==> src/rtl/axi_lite_rom_rd.sv <==
// AXI4-Lite read-only front end for a fixed-latency synchronous ROM.
// Reads go through a three-state FSM that drives a registered word address
// to the ROM and waits ROM_LATENCY cycles for its data. Writes are accepted
// and discarded, and every write gets a SLVERR response.
// DATA_WIDTH must be 32 or 64. ROM_LATENCY must be in the range 1 to 4.

module axi_lite_rom_rd #(
    parameter int DATA_WIDTH     = 32,
    parameter int ADDR_WIDTH     = 12,
    parameter int ROM_ADDR_WIDTH = ADDR_WIDTH - $clog2(DATA_WIDTH / 8),
    parameter int ROM_LATENCY    = 1
) (
    input  logic                      clk_i,
    input  logic                      rstn_i,
    // read address channel
    input  logic [ADDR_WIDTH-1:0]     s_axi_araddr_i,
    input  logic                      s_axi_arvalid_i,
    output logic                      s_axi_arready_o,
    // read data channel
    output logic [DATA_WIDTH-1:0]     s_axi_rdata_o,
    output logic [1:0]                s_axi_rresp_o,
    output logic                      s_axi_rvalid_o,
    input  logic                      s_axi_rready_i,
    // write address channel
    input  logic [ADDR_WIDTH-1:0]     s_axi_awaddr_i,
    input  logic                      s_axi_awvalid_i,
    output logic                      s_axi_awready_o,
    // write data channel
    input  logic [DATA_WIDTH-1:0]     s_axi_wdata_i,
    input  logic [DATA_WIDTH/8-1:0]   s_axi_wstrb_i,
    input  logic                      s_axi_wvalid_i,
    output logic                      s_axi_wready_o,
    // write response channel
    output logic [1:0]                s_axi_bresp_o,
    output logic                      s_axi_bvalid_o,
    input  logic                      s_axi_bready_i,
    // ROM port
    output logic [ROM_ADDR_WIDTH-1:0] rom_addr_o,
    input  logic [DATA_WIDTH-1:0]     rom_data_i
);

    localparam int OFF_W = $clog2(DATA_WIDTH / 8);
    localparam int CNT_W = $clog2(ROM_LATENCY + 1);

    localparam logic [1:0] RESP_OKAY   = 2'b00;
    localparam logic [1:0] RESP_SLVERR = 2'b10;

    typedef enum logic [1:0] {
        RD_IDLE,
        RD_WAIT,
        RD_RESP
    } rd_state_t;

    rd_state_t         rd_state;
    logic [CNT_W-1:0]  wait_cnt;
    logic              aw_done;
    logic              w_done;

    // Write beats that have been captured, including beats accepted this cycle.
    logic aw_hs;
    logic w_hs;
    logic aw_captured;
    logic w_captured;

    // NOTE: write payloads and the byte-offset address bits are unused on purpose.
    // Collecting them into one "unused" net keeps lint quiet without tool directives.
    logic unused_write_bits;
    assign unused_write_bits = ^{s_axi_awaddr_i, s_axi_wdata_i, s_axi_wstrb_i,
                                 s_axi_araddr_i[OFF_W-1:0]};

    // Every read completes with OKAY.
    assign s_axi_rresp_o = RESP_OKAY;

    assign aw_hs       = s_axi_awvalid_i & s_axi_awready_o;
    assign w_hs        = s_axi_wvalid_i  & s_axi_wready_o;
    assign aw_captured = aw_done | aw_hs;
    assign w_captured  = w_done  | w_hs;

    // Read FSM: accept the address, wait out the ROM latency, then hold the beat until rready.
    // NOTE: the reset branch is synchronous and sits inside the clocked block.
    // All state uses non-blocking assignments, so every register sees the values from before the edge.
    always_ff @(posedge clk_i) begin
        if (!rstn_i) begin
            rd_state        <= RD_IDLE;
            wait_cnt        <= '0;
            rom_addr_o      <= '0;
            s_axi_arready_o <= 1'b0;
            s_axi_rvalid_o  <= 1'b0;
            s_axi_rdata_o   <= '0;
        end else begin
            case (rd_state)
                RD_IDLE: begin
                    s_axi_arready_o <= 1'b1;
                    if (s_axi_arready_o && s_axi_arvalid_i) begin
                        s_axi_arready_o <= 1'b0;
                        rom_addr_o      <= ROM_ADDR_WIDTH'(s_axi_araddr_i[ADDR_WIDTH-1:OFF_W]);
                        wait_cnt        <= CNT_W'(ROM_LATENCY);
                        rd_state        <= RD_WAIT;
                    end
                end
                RD_WAIT: begin
                    if (wait_cnt == '0) begin
                        s_axi_rdata_o  <= rom_data_i;
                        s_axi_rvalid_o <= 1'b1;
                        rd_state       <= RD_RESP;
                    end else begin
                        wait_cnt <= wait_cnt - CNT_W'(1);
                    end
                end
                RD_RESP: begin
                    if (s_axi_rready_i) begin
                        s_axi_rvalid_o  <= 1'b0;
                        s_axi_arready_o <= 1'b1;
                        rd_state        <= RD_IDLE;
                    end
                end
                default: begin
                    rd_state        <= RD_IDLE;
                    s_axi_arready_o <= 1'b0;
                    s_axi_rvalid_o  <= 1'b0;
                end
            endcase
        end
    end

    // Write sink: capture AW and W in either order, answer SLVERR, and clear once bready is seen.
    always_ff @(posedge clk_i) begin
        if (!rstn_i) begin
            aw_done         <= 1'b0;
            w_done          <= 1'b0;
            s_axi_awready_o <= 1'b0;
            s_axi_wready_o  <= 1'b0;
            s_axi_bvalid_o  <= 1'b0;
            s_axi_bresp_o   <= '0;
        end else if (s_axi_bvalid_o) begin
            if (s_axi_bready_i) begin
                aw_done         <= 1'b0;
                w_done          <= 1'b0;
                s_axi_awready_o <= 1'b1;
                s_axi_wready_o  <= 1'b1;
                s_axi_bvalid_o  <= 1'b0;
                s_axi_bresp_o   <= '0;
            end
        end else begin
            aw_done         <= aw_captured;
            w_done          <= w_captured;
            s_axi_awready_o <= ~aw_captured;
            s_axi_wready_o  <= ~w_captured;
            if (aw_captured && w_captured) begin
                s_axi_bvalid_o <= 1'b1;
                s_axi_bresp_o  <= RESP_SLVERR;
            end
        end
    end

endmodule

==> config.mk <==
export PLATFORM = sky130hd
export DESIGN_NAME = axi_lite_rom_rd
export DESIGN_NICKNAME = d
export VERILOG_FILES = /design/src/rtl/axi_lite_rom_rd.sv
export SDC_FILE = /design/constraint.sdc
export NUM_CORES = 1
export LEC_CHECK = 0
export CORE_MARGIN = 2
export CORE_UTILIZATION = 30
export CTS_BUF_LIST = sky130_fd_sc_hd__clkbuf_4 sky130_fd_sc_hd__clkbuf_8
export DETAILED_ROUTE_END_ITERATION = 6
export PLACE_DENSITY_LB_ADDON = 0.1
export RECOVER_POWER = 50
export SETUP_SLACK_MARGIN = 0.3
export SLEW_MARGIN = 10
export SYNTH_ARGS = -nofsm -noshare
export SYNTH_HDL_FRONTEND = slang
export SYNTH_SLANG_ARGS = --single-unit
==> constraint.sdc <==
create_clock -name clk_i -period 3.46 [get_ports clk_i]
set_input_delay 0.346 -clock clk_i [delete_from_list [all_inputs] [get_ports clk_i]]
set_output_delay 0.346 -clock clk_i [all_outputs]
set_load 0.02 [all_outputs]
# Word level (Yosys, flattened, before mapping)
# Cells that the tools add are included.
# op_classes
addsub	1
eq_ne	6
muxes	25
bitwise_logic	9
reduce_logical	12
# op_table
op	n
1-bit two-way mux	15
2-bit two-way mux	6
2-bit AND reduction	5
2-bit inequality test, second input constant	3
1-bit one-hot mux with 3 select lines	2
2-bit one-hot mux with 3 select lines	1
3-bit AND reduction	2
1-bit NOT	5
2-bit nonzero test	2
1-bit AND	2
2-bit by 1-bit == test with 1-bit output, second input constant	1
2-bit == test, second input constant	1
1-bit logical AND	2
2-bit logical NOT	1
2-bit by 1-bit inequality test with 1-bit output, second input constant	1
1-bit bitwise OR	2
1-bit one-hot mux with 2 select lines	1
1-bit subtractor, second input constant	1
# totals
reg_bits	54
input_bits	99

# Longest topological paths before layout
# depth
depth_word	5
mapped_depth	6

# Worst setup path after synthesis
# OpenSTA, ideal clock, no wires.
# synth_timing
kind	flip-flop to flip-flop
from	register rd_state[1]
to	register s_axi_rdata_o[10]
arrival_ns	1.151
required_time_ns	3.344
path_slack_ns	2.192
path_stages_with_launch	7
path_buffers	3
path_cell_list	dfxtp_1 > buf_6 > or3b_1 > buf_6 > buf_6 > nand2_1 > a21boi_1
# synth_via
elab_chain_cells	2
# synth_rtl
item	line	text
start: declaration	54	rd_state_t rd_state;
start signal: assignment	84	rd_state <= RD_IDLE;
start signal: assignment	98	rd_state <= RD_WAIT;
start signal: assignment	105	rd_state <= RD_RESP;
2-bit by 1-bit == test with 1-bit output	91	case (rd_state)
2-bit AND reduction (no source line)	--	
end signal: assignment	103	s_axi_rdata_o <= rom_data_i;
end: declaration	20	output logic [DATA_WIDTH-1:0] s_axi_rdata_o,
# Every way passes these cells.
# A chain may end at the register's enable or synchronous reset.

# Worst setup path after layout
# layout_timing
from	input rstn_i
to	register s_axi_rdata_o[28]
# layout_rtl
item	line	text
start: declaration	14	input logic rstn_i,
# No word-level cell between the ends.

==> reports/results.txt <==
Yosys cell types = 26
Initial antenna violation count = 0
Port bufs = 96
Register Area = 1061 um2
Placed cell count = 400
Clock Sinks = 53
Vias per cell = 4.369
Crit path capture type = flop
Clock Tree Buf Depth = 2
Final setup fails = 0
Setup WS post-layout = 1597 ps
Final wirelength = 4825 um
Vias in the first global route = 1627
Pwr Density = 396.9 nW/um2
Setup slack at placement = 1279 ps
Asr flop ratio synth = 0
Critical Path Start Type = input pin
Row count = 30
NumNets Final = 426
Area share of the largest cell type after synthesis = 0.5133
Buf/Inv on CP = 2
DR iter-0 viols = 59
Pre-antenna DRT Iters = 3
Pins Over Slew Limit = 0
Internal power = 932.4 uW
Tightest Pin Transition = 941.8 ps
Grt total ovfl = 0
Post-Syn Area = 2067 um2
Fin. Hold Viols = 0
Gates resized, CTS repair = 0
Slew margin rel. = 0.3700
VDD IR max = 195.6 uV
Pleak = 0.001209 uW
Clock slew at reported path FFs = 90 ps
Area growth, synth to finish = 51.51%
Clock latency on the worst-skew pair = 300 ps
Power share of the sequential group = 0.533
CTS tree = done
Net Sw Frac = 0.2499
Hold_ws = 450.1 ps
Core ar. = 6719 um2
CP Data Required Time = 3690 ps
Post-CTS Setup Bufs = 0
Syn_area_per_cell = 8.721 um2
Fmax = 536.8 MHz
Largest net degree at the start of global routing = 32
Top_reg_cell synth = dfxtp_1
Detail-routed net length per standard cell = 11.86 um
Non-filler cells in the finished layout = 407
Top post-synthesis cells by area = dfxtp_1, nand2_1, a21boi_1
Hold Path Class = flop to flop
Clock skew after layout = 8.280 ps
Net Sw Power = 310.5 uW
Combinational Power Share = 0.183
Post-CTS Hold Fix Bufs = 0
Setup TNS = 0 ps
First-pass GRT wire length = 7548 um
Status = finished, final reports clean
RSZ-0062 raised after global routing = false
Yosys reg bits = 53
GPL Wtd Cong = 0.6518
Cells after synthesis = 237
Diode count = 0
Die X-Extent = 87.01 um
Cell family with most CP delay = buffers and inverters
Root buffer cell = clkbuf_8
Detailed-route via count = 1778
Remaining antenna violation count = 0
Drt drc = 0
Die Y = 87.01 um
Sequential area share after synthesis = 0.5133
Die area = 7570 um2
Multi-input gate area = 882.1 um2
Initial Util = 0.3076
CP Data Arrival Time = 2090 ps
Clock power frac = 0.284
GRT Total Usage = 0.1262
Share of layout cells above drive strength 1 = 0.03976
Crit path largest cell delay = 1150 ps
Critical-path cell list = dlygate4sd3_1 -> buf_4 -> a21boi_1
Yosys top cell by area = dfxtp_1
Final Cycle Share = 0.5384
CP max FO = 31
Number of warnings issued by yosys = 0
HPWL Detailed = 3386 um
# H-tree levels = 2
Number of max-cap violations = 0
Layout fillers = 689
Top-Level Pins = 150
Final worst path period need = 1863 ps
Number of flops mapped to enable cells by yosys = 0
Num CTS Buffers = 5
CP Class = input pin to flop
Critical path's slowest cell = dlygate4sd3_1
Total Power = 1243 uW
synthesized netlist by cell type, types with 2 or more instances:
cell      count
o21ai_0       5
buf_6         5
o21a_1        3
a21boi_1     30
clkbuf_1      5
nor2_1        4
a21boi_0     14
inv_1         2
dfxtp_1      53
nand2_1      87
buf_4         4
buf_2         5
nor2b_1       4
a21oi_1       4
cells in the final DEF (no fill, tap or decap), types with 4 or more instances in the layout:
cell type | synthesis | routed
a21boi_0 | 14 | 14
a21boi_1 | 30 | 30
a21oi_1 | 4 | 4
buf_4 | 4 | 4
clkbuf_8 | 0 | 6
clkdlybuf4s50_1 | 0 | 61
dfxtp_1 | 53 | 53
dlygate4sd3_1 | 0 | 35
nand2_1 | 87 | 87
nor2_1 | 4 | 4
nor2b_1 | 4 | 4
o21ai_0 | 5 | 5
worst min-delay path, stage by stage, from the launching register on:
cell and delay, ps:
dfxtp_1 310, nand2_1 50, a21boi_1 50
final timing paths:
check,from,to,slack (ps),cells past startpoint
setup reg to reg,rd_state[0]$_SDFFE_PN0P_,s_axi_rdata_o[28]$_SDFFE_PN0P_,1710,4
hold / removal,s_axi_rdata_o[13]$_SDFFE_PN0P_,s_axi_rdata_o[13]$_SDFFE_PN0P_,450,2
hold reg to reg,s_axi_rdata_o[13]$_SDFFE_PN0P_,s_axi_rdata_o[13]$_SDFFE_PN0P_,450,2
setup / recovery,rstn_i,s_axi_rdata_o[28]$_SDFFE_PN0P_,1600,3
state kept, by name (all words and copies together) (netlist names):
| register | count |
|---|---|
| rd_state | 2 |
| wait_cnt | 1 |
| s_axi_rvalid_o | 1 |
| aw_done | 1 |
| s_axi_wready_o | 1 |
| w_done | 1 |
| s_axi_bvalid_o | 1 |
| s_axi_awready_o | 1 |
| s_axi_rdata_o | 32 |
| s_axi_bresp_o | 1 |
| rom_addr_o | 10 |
| s_axi_arready_o | 1 |
power groups by stage:
stage	clock (uW)	combinational [uW]	sequential [uW]
after floorplan	0	86.9	707
after global placement	0	238	677
after detailed placement	0	237	679
after CTS	375	238	664
after global routing	400	248	668
final	353	227	663
per-layer routing:
layer	global-route usage	share of wire	wire [um]
met5	0	0	0
met4	0.04261	0.0085	41
met3	0.04739	0.077	370
met2	0.2068	0.45	2192
met1	0.1519	0.46	2220
cell type report:
cell class / instances / area share
clock buffers: 7 / 0.02877
inverters: 2 / 0.002397
multi-input cells: 165 / 0.2817
flip-flops and latches: 53 / 0.3388
well taps: 80 / 0.03196
repair buffers: 100 / 0.3164
through the flow:
stage / cell area, um2 / util
6_report: 3132 / 0.4661
5_1_grt: 3132 / 0.4661
4_1_cts: 3132 / 0.4661
3_5_place_dp: 3042 / 0.4527
3_3_place_gp: 3042 / 0.4527
2_1_floorplan: 2074 / -
kinds of logic (layout without fill, tap and decap cells):
logic type | count (synthesis) | in the layout | share of synthesized area
compound gates | 59 | 59 | 0.2046
buf+inv | 21 | 109 | 0.06658
flops | 53 | 53 | 0.5133
other cells | 1 | 3 | 0.001814
simple gates | 103 | 103 | 0.2137
No activity file was read; power rests on OpenSTA's default activity.
